**src/rtl/alu_operand_stage_if.sv**
```systemverilog
// Issue-side instruction bus of the ALU operand stage.
// The master offers decoded instructions and the slave accepts them via in_ready.
interface alu_operand_stage_if #(
  parameter int DATA_WIDTH = 8,
  parameter int ADDR_WIDTH = 3
);
  logic                  in_valid;
  logic                  in_ready;
  logic [3:0]            in_opcode;
  logic [ADDR_WIDTH-1:0] in_rd;
  logic [ADDR_WIDTH-1:0] in_rs1;
  logic [ADDR_WIDTH-1:0] in_rs2;
  logic                  in_use_imm;
  logic [DATA_WIDTH-1:0] in_imm;

  modport master (
    output in_valid, in_opcode, in_rd, in_rs1, in_rs2, in_use_imm, in_imm,
    input  in_ready
  );

  modport slave (
    input  in_valid, in_opcode, in_rd, in_rs1, in_rs2, in_use_imm, in_imm,
    output in_ready
  );
endinterface

```
**src/rtl/alu_operand_stage.sv**
```systemverilog
// Issue/writeback wrapper around the combinational ALU: register file with
// forwarding, ex-stage operand registers, result capture and divide-by-zero trap.
module alu_operand_stage #(
  parameter int                    DATA_WIDTH      = 8,
  parameter int                    REG_COUNT       = 8,
  parameter bit                    R0_ZERO         = 1'b1,
  parameter bit                    HALT_ON_DIVZERO = 1'b1,
  parameter logic [DATA_WIDTH-1:0] DIVZERO_VALUE   = 8'hFF
) (
  input  logic                           clk,
  input  logic                           rst,
  alu_operand_stage_if.slave             iss,
  output logic [3:0]                     alu_opcode,
  output logic [DATA_WIDTH-1:0]          alu_a,
  output logic [DATA_WIDTH-1:0]          alu_b,
  input  logic [DATA_WIDTH-1:0]          alu_result,
  output logic                           wb_valid,
  output logic [$clog2(REG_COUNT)-1:0]   wb_rd,
  output logic [DATA_WIDTH-1:0]          wb_data,
  input  logic [$clog2(REG_COUNT)-1:0]   dbg_addr,
  output logic [DATA_WIDTH-1:0]          dbg_data,
  output logic                           div_zero,
  input  logic                           div_zero_clr
);
  localparam int AW = $clog2(REG_COUNT);
  localparam logic [DATA_WIDTH-1:0] ZERO_DATA = {DATA_WIDTH{1'b0}};
  localparam logic [AW-1:0]         ZERO_ADDR = {AW{1'b0}};

  typedef enum logic [0:0] {RUN = 1'b0, HALT = 1'b1} state_t;

  state_t                state_r, state_next_s;
  logic [DATA_WIDTH-1:0] regs_r [REG_COUNT];
  logic                  ex_valid_r;
  logic [AW-1:0]         ex_rd_r;
  logic                  wb_valid_r;
  logic [AW-1:0]         wb_rd_r;
  logic [DATA_WIDTH-1:0] wb_data_r;
  logic                  div_zero_r;
  logic [3:0]            alu_opcode_r;
  logic [DATA_WIDTH-1:0] alu_a_r, alu_b_r;

  logic                  accept_s, div_zero_s;
  logic                  rs1_zero_s, rs2_zero_s, fwd_a_s, fwd_b_s, rd_wr_s;
  logic [DATA_WIDTH-1:0] result_s, op_a_s, op_b_s, reg_b_s;

  assign iss.in_ready = (state_r == RUN) && !rst;
  assign accept_s     = iss.in_valid && iss.in_ready;

  // Trap detection and result substitution for the instruction in the ex stage
  always_comb begin
    div_zero_s = ex_valid_r && ((alu_opcode_r == 4'b0011) || (alu_opcode_r == 4'b1100))
                 && (alu_b_r == ZERO_DATA);
    result_s   = div_zero_s ? DIVZERO_VALUE : alu_result;
    rd_wr_s    = ex_valid_r && !(R0_ZERO && (ex_rd_r == ZERO_ADDR));
  end

  // Operand resolution; only the ex-stage result is forwarded, never r0
  always_comb begin
    rs1_zero_s = R0_ZERO && (iss.in_rs1 == ZERO_ADDR);
    rs2_zero_s = R0_ZERO && (iss.in_rs2 == ZERO_ADDR);
    fwd_a_s    = ex_valid_r && (ex_rd_r == iss.in_rs1) && !rs1_zero_s;
    fwd_b_s    = ex_valid_r && (ex_rd_r == iss.in_rs2) && !rs2_zero_s;
    op_a_s     = fwd_a_s ? result_s : (rs1_zero_s ? ZERO_DATA : regs_r[iss.in_rs1]);
    reg_b_s    = fwd_b_s ? result_s : (rs2_zero_s ? ZERO_DATA : regs_r[iss.in_rs2]);
    op_b_s     = iss.in_use_imm ? iss.in_imm : reg_b_s;
  end

  // Ex-stage registers; an empty stage presents all-zero operands to the ALU
  always_ff @(posedge clk or posedge rst) begin
    if (rst) begin
      ex_valid_r   <= 1'b0;
      ex_rd_r      <= ZERO_ADDR;
      alu_opcode_r <= 4'b0000;
      alu_a_r      <= ZERO_DATA;
      alu_b_r      <= ZERO_DATA;
    end else if (accept_s) begin
      ex_valid_r   <= 1'b1;
      ex_rd_r      <= iss.in_rd;
      alu_opcode_r <= iss.in_opcode;
      alu_a_r      <= op_a_s;
      alu_b_r      <= op_b_s;
    end else begin
      ex_valid_r   <= 1'b0;
      ex_rd_r      <= ZERO_ADDR;
      alu_opcode_r <= 4'b0000;
      alu_a_r      <= ZERO_DATA;
      alu_b_r      <= ZERO_DATA;
    end
  end

  // Writeback capture and register-file update at the same edge
  always_ff @(posedge clk or posedge rst) begin
    if (rst) begin
      wb_valid_r <= 1'b0;
      wb_rd_r    <= ZERO_ADDR;
      wb_data_r  <= ZERO_DATA;
      for (int i = 0; i < REG_COUNT; i++) begin
        regs_r[i] <= ZERO_DATA;
      end
    end else begin
      wb_valid_r <= ex_valid_r;
      if (ex_valid_r) begin
        wb_rd_r   <= ex_rd_r;
        wb_data_r <= result_s;
      end
      if (rd_wr_s) begin
        regs_r[ex_rd_r] <= result_s;
      end
    end
  end

  // Sticky divide-by-zero flag; a new trap wins over a simultaneous clear
  always_ff @(posedge clk or posedge rst) begin
    if (rst) begin
      div_zero_r <= 1'b0;
    end else if (div_zero_s) begin
      div_zero_r <= 1'b1;
    end else if (div_zero_clr) begin
      div_zero_r <= 1'b0;
    end
  end

  // Issue-control state register
  always_ff @(posedge clk or posedge rst) begin
    if (rst) begin
      state_r <= RUN;
    end else begin
      state_r <= state_next_s;
    end
  end

  // Issue-control next state
  always_comb begin
    state_next_s = state_r;
    case (state_r)
      RUN: begin
        if (div_zero_s && HALT_ON_DIVZERO) begin
          state_next_s = HALT;
        end else begin
          state_next_s = RUN;
        end
      end
      HALT: begin
        if (div_zero_s && HALT_ON_DIVZERO) begin
          state_next_s = HALT;
        end else if (div_zero_clr) begin
          state_next_s = RUN;
        end else begin
          state_next_s = HALT;
        end
      end
      default: state_next_s = RUN;
    endcase
  end

  assign alu_opcode = alu_opcode_r;
  assign alu_a      = alu_a_r;
  assign alu_b      = alu_b_r;
  assign wb_valid   = wb_valid_r;
  assign wb_rd      = wb_rd_r;
  assign wb_data    = wb_data_r;
  assign div_zero   = div_zero_r;
  assign dbg_data   = (R0_ZERO && (dbg_addr == ZERO_ADDR)) ? ZERO_DATA : regs_r[dbg_addr];
endmodule

```
**src/flat_wrapper.sv**
```systemverilog
// flat-port wrapper written by rule: the top's interface ports become plain ports
module alu_operand_stage_flat 
#(
  parameter int                    DATA_WIDTH      = 8,
  parameter int                    REG_COUNT       = 8,
  parameter bit                    R0_ZERO         = 1'b1,
  parameter bit                    HALT_ON_DIVZERO = 1'b1,
  parameter logic [DATA_WIDTH-1:0] DIVZERO_VALUE   = 8'hFF
)
  (clk, rst, alu_opcode, alu_a, alu_b, alu_result, wb_valid, wb_rd, wb_data, dbg_addr, dbg_data, div_zero, div_zero_clr, iss_in_valid, iss_in_opcode, iss_in_rd, iss_in_rs1, iss_in_rs2, iss_in_use_imm, iss_in_imm, iss_in_ready);
  alu_operand_stage_if #(.DATA_WIDTH(DATA_WIDTH), .ADDR_WIDTH(3)) iss_i ();
  input  logic clk;
  input  logic rst;
  output logic [3:0] alu_opcode;
  output logic [DATA_WIDTH-1:0] alu_a;
  output logic [DATA_WIDTH-1:0] alu_b;
  input  logic [DATA_WIDTH-1:0] alu_result;
  output logic wb_valid;
  output logic [$clog2(REG_COUNT)-1:0] wb_rd;
  output logic [DATA_WIDTH-1:0] wb_data;
  input  logic [$clog2(REG_COUNT)-1:0] dbg_addr;
  output logic [DATA_WIDTH-1:0] dbg_data;
  output logic div_zero;
  input  logic div_zero_clr;
  input wire logic [$bits(iss_i.in_valid)-1:0] iss_in_valid;
  input wire logic [$bits(iss_i.in_opcode)-1:0] iss_in_opcode;
  input wire logic [$bits(iss_i.in_rd)-1:0] iss_in_rd;
  input wire logic [$bits(iss_i.in_rs1)-1:0] iss_in_rs1;
  input wire logic [$bits(iss_i.in_rs2)-1:0] iss_in_rs2;
  input wire logic [$bits(iss_i.in_use_imm)-1:0] iss_in_use_imm;
  input wire logic [$bits(iss_i.in_imm)-1:0] iss_in_imm;
  output wire logic [$bits(iss_i.in_ready)-1:0] iss_in_ready;
  assign iss_i.in_valid = iss_in_valid;
  assign iss_i.in_opcode = iss_in_opcode;
  assign iss_i.in_rd = iss_in_rd;
  assign iss_i.in_rs1 = iss_in_rs1;
  assign iss_i.in_rs2 = iss_in_rs2;
  assign iss_i.in_use_imm = iss_in_use_imm;
  assign iss_i.in_imm = iss_in_imm;
  assign iss_in_ready = iss_i.in_ready;
  alu_operand_stage #(.DATA_WIDTH(DATA_WIDTH), .REG_COUNT(REG_COUNT), .R0_ZERO(R0_ZERO), .HALT_ON_DIVZERO(HALT_ON_DIVZERO), .DIVZERO_VALUE(DIVZERO_VALUE)) u_core (.clk(clk), .rst(rst), .iss(iss_i), .alu_opcode(alu_opcode), .alu_a(alu_a), .alu_b(alu_b), .alu_result(alu_result), .wb_valid(wb_valid), .wb_rd(wb_rd), .wb_data(wb_data), .dbg_addr(dbg_addr), .dbg_data(dbg_data), .div_zero(div_zero), .div_zero_clr(div_zero_clr));
endmodule
```
**config.mk**
```make
export PLATFORM = sky130hd
export DESIGN_NAME = alu_operand_stage_flat
export DESIGN_NICKNAME = d
export VERILOG_FILES = /design/src/rtl/alu_operand_stage_if.sv /design/src/rtl/alu_operand_stage.sv /design/src/flat_wrapper.sv
export SDC_FILE = /design/constraint.sdc
export NUM_CORES = 1
export LEC_CHECK = 0
export ABC_AREA = 0
export CAP_MARGIN = 10
export CORE_AREA = 2 2 139 141
export CTS_CLUSTER_SIZE = 10
export DETAILED_ROUTE_END_ITERATION = 16
export DIE_AREA = 0 0 141 143
export MAX_ROUTING_LAYER = met4
export PLACE_DENSITY_LB_ADDON = 0.25
export SYNTH_ARGS = -nofsm -noshare
export SYNTH_HDL_FRONTEND = slang
export SYNTH_SLANG_ARGS = --single-unit
```
**constraint.sdc**
```tcl
create_clock -name clk -period 9.7 [get_ports clk]
set_input_delay 2.91 -clock clk [delete_from_list [all_inputs] [get_ports clk]]
set_output_delay 2.91 -clock clk [all_outputs]
set_load 0.02 [all_outputs]
```
======== After elaboration in Yosys (flattened, before gate mapping) ========
Cells that the tools add are included.
cells by class
  reduce and logical (&&, ||, !) cells .... 21
  equality and inequality tests ........... 4
  $mul .................................... 0
  bitwise operators ....................... 5
  shifts and indexed selects .............. 0
  multiplexer cells ....................... 30
  add/subtract/negate cells ............... 0
  divide/modulo/power cells ............... 0
  $lt $le $gt $ge ......................... 5
operators by type and width
  operator              count
  $mux W8               16
  $bmux W8 S3           3
  $bwmux W64            1
  $demux W8 S3          1
  $ge A4 B4 Y1 const B  4
  $not A3 Y4            4
  $logic_not A3 Y1      4
  $logic_and A1 B1 Y1   10
  $logic_not A8 Y1      1
  $eq A3 B3 Y1          2
  $mux W1               6
  $eq A4 B2 Y1 const B  1
  $eq A4 B4 Y1 const B  1
  $logic_not A1 Y1      4
  $lt A4 B1 Y1 const B  1
  $mux W4               1
  $mux W3               1
  $pmux W1 S2           1
  $reduce_bool A2 Y1    1
  $logic_or A1 B1 Y1    1
  $not A1 Y1            1
word-level totals
  logic and storage cells ................. 83
  bits in writable memories ............... 0
  input bits .............................. 37
  memories ................................ 0
  output and inout bits ................... 42
  bits in registers ....................... 102
  bits in latches ......................... 0
  ROM bits ................................ 0

======== Logic depth before layout (Yosys ltp) ========
Gate-level depths: netlist (run 1).
  depth after elaboration ................. 8
  depth in mapped cells ................... 7
  mapped depth without buffers ............ 5

======== Worst setup path after synthesis (run 1) ========
Ideal clock, no wire load.
  path type ............................... input to output
  from .................................... in dbg_addr[1]
  to ...................................... out dbg_data[6]
  arrival time ............................ 4.206 ns
  required time ........................... 6.790 ns
  cell stages on the path ................. 6
  setup slack ............................. 2.584 ns
  path buffers ............................ 2
  path through ............................ clkbuf_1 buf_2 mux2i_1 nand2_1 o21ai_0 a221oi_1
on the way
  longest elaborated chain between the ends .. 5
RTL lines
  item                                         line                      text
  start, declared                              flat_wrapper.sv:21        input logic [$clog2(REG_COUNT)-1:0] dbg_addr;
  $not A3 Y4 (not written as such)             alu_operand_stage.sv:163  assign dbg_data = (R0_ZERO && (dbg_addr == ZERO_ADDR)) ? ZERO_DATA : regs_r[dbg_addr];
  $bmux W8 S3                                  alu_operand_stage.sv:163
  $mux W8 (not written as such) (2 in series)  alu_operand_stage.sv:163
  $mux W8 *                                    alu_operand_stage.sv:163
  end, declared                                flat_wrapper.sv:22        output logic [DATA_WIDTH-1:0] dbg_data;
Every way passes the cells marked *; elsewhere a longest branch is shown, timed or not. The select of a mux whose other input is x is not followed.

======== Worst setup path in the final report (run 1) ========
  from .................................... in dbg_addr[1]
  to ...................................... out dbg_data[7]
Same word-level chain as after synthesis.

==> summary.md, run 1 <==
| Metric | Value |
|---|---|
| Routed Antenna Nets | 0 |
| Post-Place Cell Area | 0.006341 mm² |
| DR pass1 iterations | 5 |
| Minimum clock period | 8505 ps |
| Fin Setup TNS | 0 ps |
| Peak supply drop | between 0.00008 and 0.00009 V |
| Compound-Gate Fraction of Synth Area | a little under a fifth |
| Tot GR Track Use | between 15 and 20% |
| Least-Margin Pin Slew | 1083 ps |
| Final slew viol count | 0 |
| Syn_nets | 583 |
| Max-Slew Margin vs Limit | 27.40% |
| Pwr per Cell Area | 170.7 mW/mm² |
| Final setup viols | 0 |
| Post-synthesis register bit count | 102 |
| Area contributors post-synth | dfrtp_1 46%, mux4_2 6.5%, mux2i_1 5.8% |
| Clock slew at reported path FFs | around 60 ps |
| Hold WC Path Type | flip-flop to flip-flop |
| CTS sink count | approximately 100 |
| Largest family of logic cells by synthesized area | compound AO/OA/AOI/OAI gates |
| Top-level I/O count | between 70 and 80 |
| Nets | 626 |
| Max FO, Critical Path | 17 |
| Die height | ~140 µm |
| Max Clock Skew | roughly 11 ps |
| Seq/Total Area, Yosys | a little under half |
| Largest net degree at the start of global routing | 80 |
| DRC errors left | 0 |
| Period utilisation layout | about 88% |
| Yosys cell types | between 40 and 50 |
| Post-synth EDFFs | 0 |
| Placer Congestion | 0.9092 |
| Max Buffers Root-to-Sink | 2 |
| Most used flip-flop cell after synthesis | dfrtp_1 |
| Clock root cell | clkbuf_16 |
| Asr flop ratio synth | between 90% and 100% |
| Mapped Avg Cell Area | 10.11 µm² |
| First-pass GRT wire length | 26900 µm |
| XOR/XNOR Fraction of Synth Area | less than 1% |
| Adder-cell share of the synthesized area | 0% |
| Per-cell routed wire length | slightly above 20 µm |
| Fillcell total | approximately 1800 |
| Setup Buffers After CTS | 0 |
| CTS-repair resized insts | 0 |
| Most frequent cell after synthesis | dfrtp_1 |
| H-Tree Depth | 3 |
| Diode count | 0 |
| Static leakage | ~0.0028 µW |
| Startpoint types | input port |
| CP Data Arrival Time | about 5600 ps |
| CP endpoint kind | output port |
| Yosys top cell area share | 46.26% |
| Max Cap Viol | 0 |
| RSZ-0062 raised after global routing | no |
| Hold Fails Final Rpt | 0 |
| Vias per cell | between 5 and 6 |
| Die Area | just over 0.02 mm² |
| Final core occ | between 30% and 40% |
| Status | complete, no violations |
| Max Freq | approximately 120 MHz |
| DRT Wirelength | around 17000 µm |
| Final Hold Slack | ~380 ps |
| Number of global-route vias before repair | between 4000 and 5000 |
| Port Buffer Count | 78 |
| Core ar. | between 0.015 and 0.02 mm² |
| Synthesized instance count | 546 |
| CTS buffer count | 9 |
| Post-route cell area | approximately 0.0066 mm² |
| CTS tree | done |
| Vias | 4541 |
| Synth Area in Simple Gates | a little over an eighth |
| Critical path class | input port to output port |
| Die width | around 140 µm |
| Clock Latency Late Sink | 350 ps |
| Post-Syn Area | ~0.0055 mm² |
| Hpwl dp | between 10000 and 15000 µm |
| Final total power | roughly 1100 µW |
| Initial antenna violation count | 0 |
| CP required | slightly below 7000 ps |
| Row cnt | 50 |
| Layout-stage area growth over the synthesis result | 20.29% |
| Area leader, netlist | dfrtp_1 |
| Post-synthesis mux area share | 14.38% |
| Congestion Overflow GR | 0 |
| Synth warnings | 0 |
| Starting Density | between 20 and 30% |
| Ratio of cells with drive above 1 in the final layout | under 10% |
| Synth top cells by count | 102 x dfrtp_1, 55 x nor2_1, 42 x a21oi_1, 42 x nand2_1, 36 x o21ai_0 |
| Initial drt markers | approximately 420 |
| # hold bufs at CTS | 0 |
-- registers in the layout, summed over array words and instances (netlist names) --
| name | count |
|---|---|
| u_core.state_r | 1 |
| u_core.wb_valid | 1 |
| u_core.div_zero | 1 |
| u_core.regs_r | 64 |
| u_core.ex_valid_r | 1 |
| u_core.wb_rd | 3 |
| u_core.wb_data | 8 |
| u_core.ex_rd_r | 3 |
| u_core.alu_a | 8 |
| u_core.alu_b | 8 |
| u_core.alu_opcode | 4 |
-- through the flow --
step,std cells,worst slack (ps)
2_1_floorplan,546,2584
3_3_place_gp,812,1281
3_5_place_dp,812,1179
4_1_cts,828,1167
5_1_grt,828,999.8
6_report,828,1195
-- layout make-up --
| cell class | instances | area (µm²) | area share [%] |
|---|---|---|---|
| Tap cell | 234 | 292.8 | 4.411 |
| Inverter | 13 | 51.30 | 0.7729 |
| Multi-Input combinational cell | 380 | 2626 | 39.57 |
| Clock buffer | 13 | 270.3 | 4.072 |
| Sequential cell | 102 | 2552 | 38.45 |
| Timing Repair Buffer | 83 | 818.3 | 12.33 |
| Clock inverter | 3 | 26.28 | 0.3959 |
-- cell families (layout without fill, tap and decap cells) --
logic type      count (synthesis)  after routing
simple gates                  155            155
buf+inv                        64            112
compound gates                162            162
mux                            58             58
flops                         102            102
xor+xnor                        5              5
-- path summary, 6_finish.rpt --
path / start / end / slack, ps / cells after the start
hold / removal: u_core.regs_r[60]$_DFFE_PP0P_ / u_core.regs_r[60]$_DFFE_PP0P_ / 380 / 0
min in group asynchronous: rst / u_core.state_r$_DFF_PP0_ / 2900 / 2
setup reg to reg: u_core.ex_valid_r$_DFF_PP0_ / u_core.regs_r[21]$_DFFE_PP0P_ / 6550 / 4
setup / recovery: dbg_addr[1] / dbg_data[7] / 1190 / 5
hold reg to reg: u_core.regs_r[60]$_DFFE_PP0P_ / u_core.regs_r[60]$_DFFE_PP0P_ / 380 / 0
max in group asynchronous: rst / u_core.regs_r[22]$_DFFE_PP0P_ / 5490 / 3
-- report_power, final --
| part | leakage (µW) | switching [µW] | internal (µW) | total, µW |
|---|---|---|---|---|
| logic | 0.00150 | 132 | 118 | 249 |
| clock network | 0.000146 | 157 | 197 | 354 |
| registers | 0.00115 | 58.8 | 471 | 530 |
-- cells in the final DEF, fill, tap and decap left out, drive strengths merged, types with 3 or more instances in the layout --
cell,n
xnor2,4
o31ai,8
nand2,43
nand2b,5
mux2,10
nor2,59
inv,14
nand4b,3
dfrtp,102
o21ai,49
a211o,7
a211oi,9
o22ai,8
o32ai,7
clkdlybuf4s50,78
o211ai,8
nor2b,9
nand3,9
a21o,3
clkbuf,13
nor4bb,3
buf,5
mux2i,32
mux4,16
a21oi,42
and3,8
nor4,8
a221oi,15
-- worst max-delay path: stages --
cell and delay (ps):
clkdlybuf4s50_1 920, or2_0 470, o21ai_0 170, a221oi_1 440, clkdlybuf4s50_1 690
-- routing by layer --
layer	up-vias	share of wire (%)	GRT usage [%]
li1	2088	-	-
met1	2275	44	23.68
met2	147	48	28.09
met3	31	5.5	3.219
met4	0	2.8	7.158
met5	-	0	-
No activity file was read; power rests on OpenSTA's default activity.
==> run 2: changes to the inputs <==
--- a/config.mk
+++ b/config.mk
@@ -7,10 +7,11 @@
 export LEC_CHECK = 0
 export ABC_AREA = 0
 export CAP_MARGIN = 10
-export CORE_AREA = 2 2 139 141
+export CORE_AREA = 3 3 140 142
+export CTS_CLUSTER_DIAMETER = 50
 export CTS_CLUSTER_SIZE = 10
 export DETAILED_ROUTE_END_ITERATION = 16
-export DIE_AREA = 0 0 141 143
+export DIE_AREA = 0 0 143 145
 export MAX_ROUTING_LAYER = met4
 export PLACE_DENSITY_LB_ADDON = 0.25
 export SYNTH_ARGS = -nofsm -noshare
==> run 2 against run 1 <==
Net effect:
- first-iteration DRC count shrank 7.9%
- global-route usage is 0.63 points lower
- clock skew shrank 3.9 ps
- clock power up 9.9%
- via count decreased by 1.8%
- core utilization up 0.11 points
- cell count shrank 0.12%
- combinational power is essentially flat
- wire length rose by 1.5%
- critical path depth did not move
- highest routed layer unchanged
==> summary.md, run 2 (same netlist as run 1, synthesis figures left out) <==
| Metric | Value |
|---|---|
| Largest net degree at the start of global routing | 54 |
| Final setup viols | 0 |
| Congestion Overflow GR | 0 |
| DR pass1 iterations | 5 |
| Critical path's slowest cell | clkdlybuf4s50_1 |
| RSZ-0062 raised after global routing | no |
| Max Freq | 120.3 MHz |
| Most frequent cells in the layout | 102 x dfrtp_1, 78 x clkdlybuf4s50_1, 55 x nor2_1 |
| Initial antenna violation count | 0 |
| FF-to-FF Start | u_core.ex_valid_r$_DFF_PP0_ |
| Die Area | ~0.021 mm² |
| Path depth of the worst reg2reg path | 4 |
| Hold WC Path Type | flip-flop to flip-flop |
| CTS-repair resized insts | 0 |
| M1 GR Usage | 23.00% |
| Per-cell routed wire length | 20.96 µm |
| Peak supply drop | just under 0.00009 V |
| Period utilisation layout | between 80 and 90% |
| Vias | 4458 |
| CTS tree | done |
| Setup crit start | dbg_addr[1] |
| Max Clock Skew | between 6 and 7 ps |
| # hold bufs at CTS | 0 |
| Critical Path, Cell by Cell | clkdlybuf4s50_1 -> or2_0 -> o21ai_0 -> a221oi_1 -> clkdlybuf4s50_1 |
| Routed Antenna Nets | 0 |
| Max FO, Critical Path | 12 |
| CP peak stage delay | about 800 ps |
| Nets | ~630 |
| DRT Wirelength | around 17000 µm |
| Post-Place Cell Area | ~0.0063 mm² |
| Tot GR Track Use | 17.47% |
| Die width | about 140 µm |
| Final total power | roughly 1200 µW |
| H-Tree Depth | 3 |
| Number of global-route vias before repair | roughly 4500 |
| Static leakage | 0.002806 µW |
| CTS buffer count | 9 |
| FF-to-FF End | u_core.regs_r[21]$_DFFE_PP0P_ |
| Critical path class | input port to output port |
| Startpoint types | input port |
| Setup Buffers After CTS | 0 |
| Fin Setup TNS | 0 ps |
| Max Buffers Root-to-Sink | 2 |
| Critical path's top delay family | buffers and inverters |
| Diode count | 0 |
| Most common cell after layout, fill and taps aside | dfrtp_1 |
| CP most frequent cell | clkdlybuf4s50_1 |
| Hold path cells | 0 |
| Starting Density | a little under 30% |
| Placer Congestion | about 0.9 |
| CTS sink count | approximately 100 |
| Max-Slew Margin vs Limit | 23.20% |
| Ratio of cells with drive above 1 in the final layout | under 10% |
| Met2 Usage GRT | about a quarter |
| Die height | between 100 and 150 µm |
| Final slew viol count | 0 |
| Critical path capture point | dbg_data[7] |
| CP endpoint kind | output port |
| Worst path depth | 5 |
| Clock root cell | clkbuf_16 |
| Layout-stage area growth over the synthesis result | 20.68% |
| Status | complete, no violations |
| Vias per cell | roughly 5.4 |
| Max Cap Viol | 0 |
| Top-level I/O count | between 70 and 80 |
| Hpwl dp | roughly 13000 µm |
| CP Data Arrival Time | between 5000 and 6000 ps |
| Core ar. | 0.01858 mm² |
| Clock slew at reported path FFs | around 70 ps |
| Crit path buf inv count | 2 |
| Met3 Use GR | under 10% |
| Initial drt markers | between 300 and 400 |
| First-pass GRT wire length | about 27000 µm |
| CP required | 6790 ps |
| R2r setup slk | around 6500 ps |
| Post-route cell area | roughly 0.0067 mm² |
| Largest register FFs | 64 |
| Biggest register | u_core.regs_r |
| Minimum clock period | just over 8000 ps |
| Pwr per Cell Area | about 180 mW/mm² |
| Port Buffer Count | between 70 and 80 |
| Least-Margin Pin Slew | between 1000 and 1500 ps |
| Clock Latency Late Sink | 350 ps |
| Hold Fails Final Rpt | 0 |
| Row cnt | 50 |
| GR peak layer | met2 |
| DRC errors left | 0 |
run 2: worst reg2reg max path: cells and delay by family, from the launching register on:
| family | cells | cell delay (ps) |
|---|---|---|
| DFF | 1 | 1010 |
| AOI/OAI and AO/OA | 2 | 1140 |
| and+or+nand+nor | 2 | 950 |
run 2: worst min path at each step:
| stage | endpoint | from |
|---|---|---|
| after detailed placement | u_core.regs_r[58]$_DFFE_PP0P_ | u_core.regs_r[58]$_DFFE_PP0P_ |
| after CTS | u_core.regs_r[57]$_DFFE_PP0P_ | u_core.regs_r[57]$_DFFE_PP0P_ |
| after floorplan | u_core.wb_valid$_DFF_PP0_ | u_core.ex_valid_r$_DFF_PP0_ |
| after global routing | u_core.regs_r[57]$_DFFE_PP0P_ | u_core.regs_r[57]$_DFFE_PP0P_ |
| after global placement | u_core.regs_r[57]$_DFFE_PP0P_ | u_core.regs_r[57]$_DFFE_PP0P_ |
| final | u_core.regs_r[57]$_DFFE_PP0P_ | u_core.regs_r[57]$_DFFE_PP0P_ |
run 2: metal layers:
metal | part of all wire (%) | vias up
li1 | - | 2091
met1 | 44 | 2181
met2 | 46 | 144
met3 | 5.1 | 42
met4 | 4.5 | 0
met5 | 0 | -
run 2: report_power, final:
part	total, µW	leakage (µW)	switching (µW)	internal (µW)
registers	533	0.00115	61.9	471
clock network	389	0.000149	163	226
logic	247	0.00150	129	118
total	1170	0.00281	354	815
run 2: area by class of cell:
cell class | instances | area (µm²)
inverters | 13 | 51.30
fillers | 1824 | 11920
flip-flops and latches | 102 | 2552
well taps | 234 | 292.8
clock buffers | 9 | 225.2
multi-input cells | 380 | 2626
clock inverters | 6 | 92.59
repair buffers | 83 | 818.3
run 2: per-stage QoR:
step                worst slack, ps  hold slack (ps)  cells  util [%]
detailed placement             1415            367.4    812     34.13
floorplan                      2584            386.9    546         -
finish                         1389            381.0    827     35.84
global placement               1408            373.8    812     34.13
global route                   1234            395.9    827     35.84
CTS                            1408            379.1    827     35.84
==> run 3: changes to the inputs <==
--- a/config.mk
+++ b/config.mk
@@ -14,6 +14,7 @@
 export DIE_AREA = 0 0 143 145
 export MAX_ROUTING_LAYER = met4
 export PLACE_DENSITY_LB_ADDON = 0.25
+export SLEW_MARGIN = 5
 export SYNTH_ARGS = -nofsm -noshare
 export SYNTH_HDL_FRONTEND = slang
 export SYNTH_SLANG_ARGS = --single-unit
==> constraint.sdc (replaced) <==
create_clock -name clk -period 7.68 [get_ports clk]
set_input_delay 2.304 -clock clk [delete_from_list [all_inputs] [get_ports clk]]
set_output_delay 2.304 -clock clk [all_outputs]
set_load 0.02 [all_outputs]
==> run 3 against run 2 <==
Net effect:
- critical path depth stayed put
- global-route usage is 0.94 points higher
- count of clock-buffer cells in the layout stayed put
- via count is 3.2% higher
- critical endpoint is now dbg_data[4]
- largest cell class unchanged
- highest routed layer unchanged
==> summary.md, run 3 (same netlist as run 1, synthesis figures left out) <==
| Metric | Value |
|---|---|
| Hold Fails Final Rpt | 0 |
| RSZ-0062 raised after global routing | no |
| Initial antenna violation count | 0 |
| CP endpoint kind | output port |
| CTS buffer count | 9 |
| Critical path class | input port to output port |
| Most common cell after layout, fill and taps aside | dfrtp_1 |
| Congestion Overflow GR | 0 |
| DRT Wirelength | approximately 18000 µm |
| Port Buffer Count | 78 |
| Hpwl dp | roughly 13000 µm |
| First-pass GRT wire length | about 28000 µm |
| Path depth of the worst reg2reg path | 4 |
| Die Area | roughly 0.021 mm² |
| R2r setup slk | about 4400 ps |
| Max-Slew Margin vs Limit | 26.43% |
| Status | complete, no violations |
| H-Tree Depth | 3 |
| Max FO, Critical Path | 8 |
| Least-Margin Pin Slew | between 1000 and 1500 ps |
| Final setup viols | 0 |
| Die width | around 140 µm |
| Largest register FFs | 64 |
| Layout-stage area growth over the synthesis result | 20.88% |
| Largest net degree at the start of global routing | 54 |
| Post-route setup slack | roughly 670 ps |
| Max Freq | between 100 and 150 MHz |
| Routed Antenna Nets | 0 |
| FF-to-FF End | u_core.regs_r[18]$_DFFE_PP0P_ |
| Per-cell routed wire length | between 20 and 25 µm |
| Pwr per Cell Area | roughly 220 mW/mm² |
| Row cnt | 50 |
| CTS sink count | roughly 100 |
| Max Cap Viol | 0 |
| Biggest register | u_core.regs_r |
| Clock Latency Late Sink | 360 ps |
| DRC errors left | 0 |
| Number of global-route vias before repair | around 4600 |
| Peak supply drop | 0.00009140 V |
| Net Sw Power | about 460 µW |
| Final slew viol count | 0 |
| Placer Congestion | just under 0.9 |
| Clock power share | 32.5% |
| DR pass1 iterations | 7 |
| Max Clock Skew | 10.37 ps |
| Vias | around 4600 |
| Core ar. | roughly 0.019 mm² |
| Setup crit start | dbg_addr[0] |
| Setup Buffers After CTS | 0 |
| Top-level I/O count | between 70 and 80 |
| Startpoint types | input port |
| P_int | approximately 1000 µW |
| Sequential share of power | ~46% |
| Comb power frac | a little over a fifth |
| Initial drt markers | between 400 and 500 |
| Sw frac | 31.52% |
| Starting Density | between 20% and 30% |
| Tot GR Track Use | 18.41% |
| Fillcell total | between 1500 and 2000 |
| Dpl ws | ~680 ps |
| CP required | approximately 5400 ps |
| Hold path cells | 0 |
| Vias per cell | around 5.5 |
| FF-to-FF Start | u_core.ex_valid_r$_DFF_PP0_ |
| Clock root cell | clkbuf_16 |
| Period utilisation layout | between 90% and 100% |
| Hold Path Origin | u_core.regs_r[61]$_DFFE_PP0P_ |
| CTS tree | done |
| Ratio of cells with drive above 1 in the final layout | ~10% |
| Most frequent cells in the layout | 102 x dfrtp_1, 78 x clkdlybuf4s50_1, 55 x nor2_1 |
| # hold bufs at CTS | 0 |
| CP Data Arrival Time | around 4700 ps |
| Minimum clock period | between 7000 and 8000 ps |
| Max Buffers Root-to-Sink | 2 |
| CTS-repair resized insts | 0 |
| Diode count | 0 |
| Nets | 628 |
| Fin Setup TNS | 0 ps |
| Hold WC Path Type | flip-flop to flip-flop |
| Die height | 145 µm |
| Worst hold endpoint | u_core.regs_r[61]$_DFFE_PP0P_ |
| Static leakage | approximately 0.0028 µW |
| Clock slew at reported path FFs | roughly 70 ps |
[run 3: metal layers]
layer  vias to the layer above  track usage, %  share of wire, %
met5                         -               -                 0
met4                         0           5.798               1.6
met3                        21           2.835               4.9
met2                       143           28.69                49
met1                      2336           24.72                44
li1                       2101               -                 -
[run 3: area by class of cell]
| class | instances | area [µm²] | area share (%) |
|---|---|---|---|
| Multi-Input combinational cell | 380 | 2635 | 39.50 |
| Sequential cell | 102 | 2552 | 38.27 |
| Inverter | 13 | 51.30 | 0.7691 |
| Tap cell | 234 | 292.8 | 4.389 |
| Timing Repair Buffer | 85 | 833.3 | 12.49 |
| Clock buffer | 9 | 225.2 | 3.376 |
| Clock inverter | 7 | 80.08 | 1.201 |
[run 3: how the worst max path moves through the flow]
stage | end | cells after the start
final | dbg_data[4] | 5
after global routing | dbg_data[3] | 5
after CTS | dbg_data[4] | 5
after detailed placement | dbg_data[4] | 5
after global placement | dbg_data[7] | 5
after floorplan | dbg_data[6] | 6
[run 3: through the flow]
| step | power (µW) | area [µm²] | utilization, % | hold WS, ps | std cells |
|---|---|---|---|---|---|
| detailed placement | 994.7 | 6365 | 34.26 | 363.2 | 814 |
| finish | 1464 | 6670 | 35.90 | 375.2 | 830 |
| global route | 1536 | 6670 | 35.90 | 387.1 | 830 |
| CTS | 1472 | 6670 | 35.90 | 381.3 | 830 |
| floorplan | 853.7 | 5518 | - | 386.9 | 546 |
| global placement | 987.8 | 6365 | 34.26 | 367.1 | 814 |
[run 3: power groups by stage]
stage | registers, µW | clock network, µW | logic, µW
4_1_cts | 665 | 485 | 322
6_report | 667 | 476 | 321
3_5_place_dp | 675 | 0 | 320
2_1_floorplan | 660 | 0 | 194
5_1_grt | 676 | 511 | 349
3_3_place_gp | 673 | 0 | 314
[run 3: critical path, cell delays in order]
cell and delay, ps:
clkdlybuf4s50_1 690, or2_0 470, o21ai_0 170, a221oi_1 390
clkdlybuf4s50_1 680
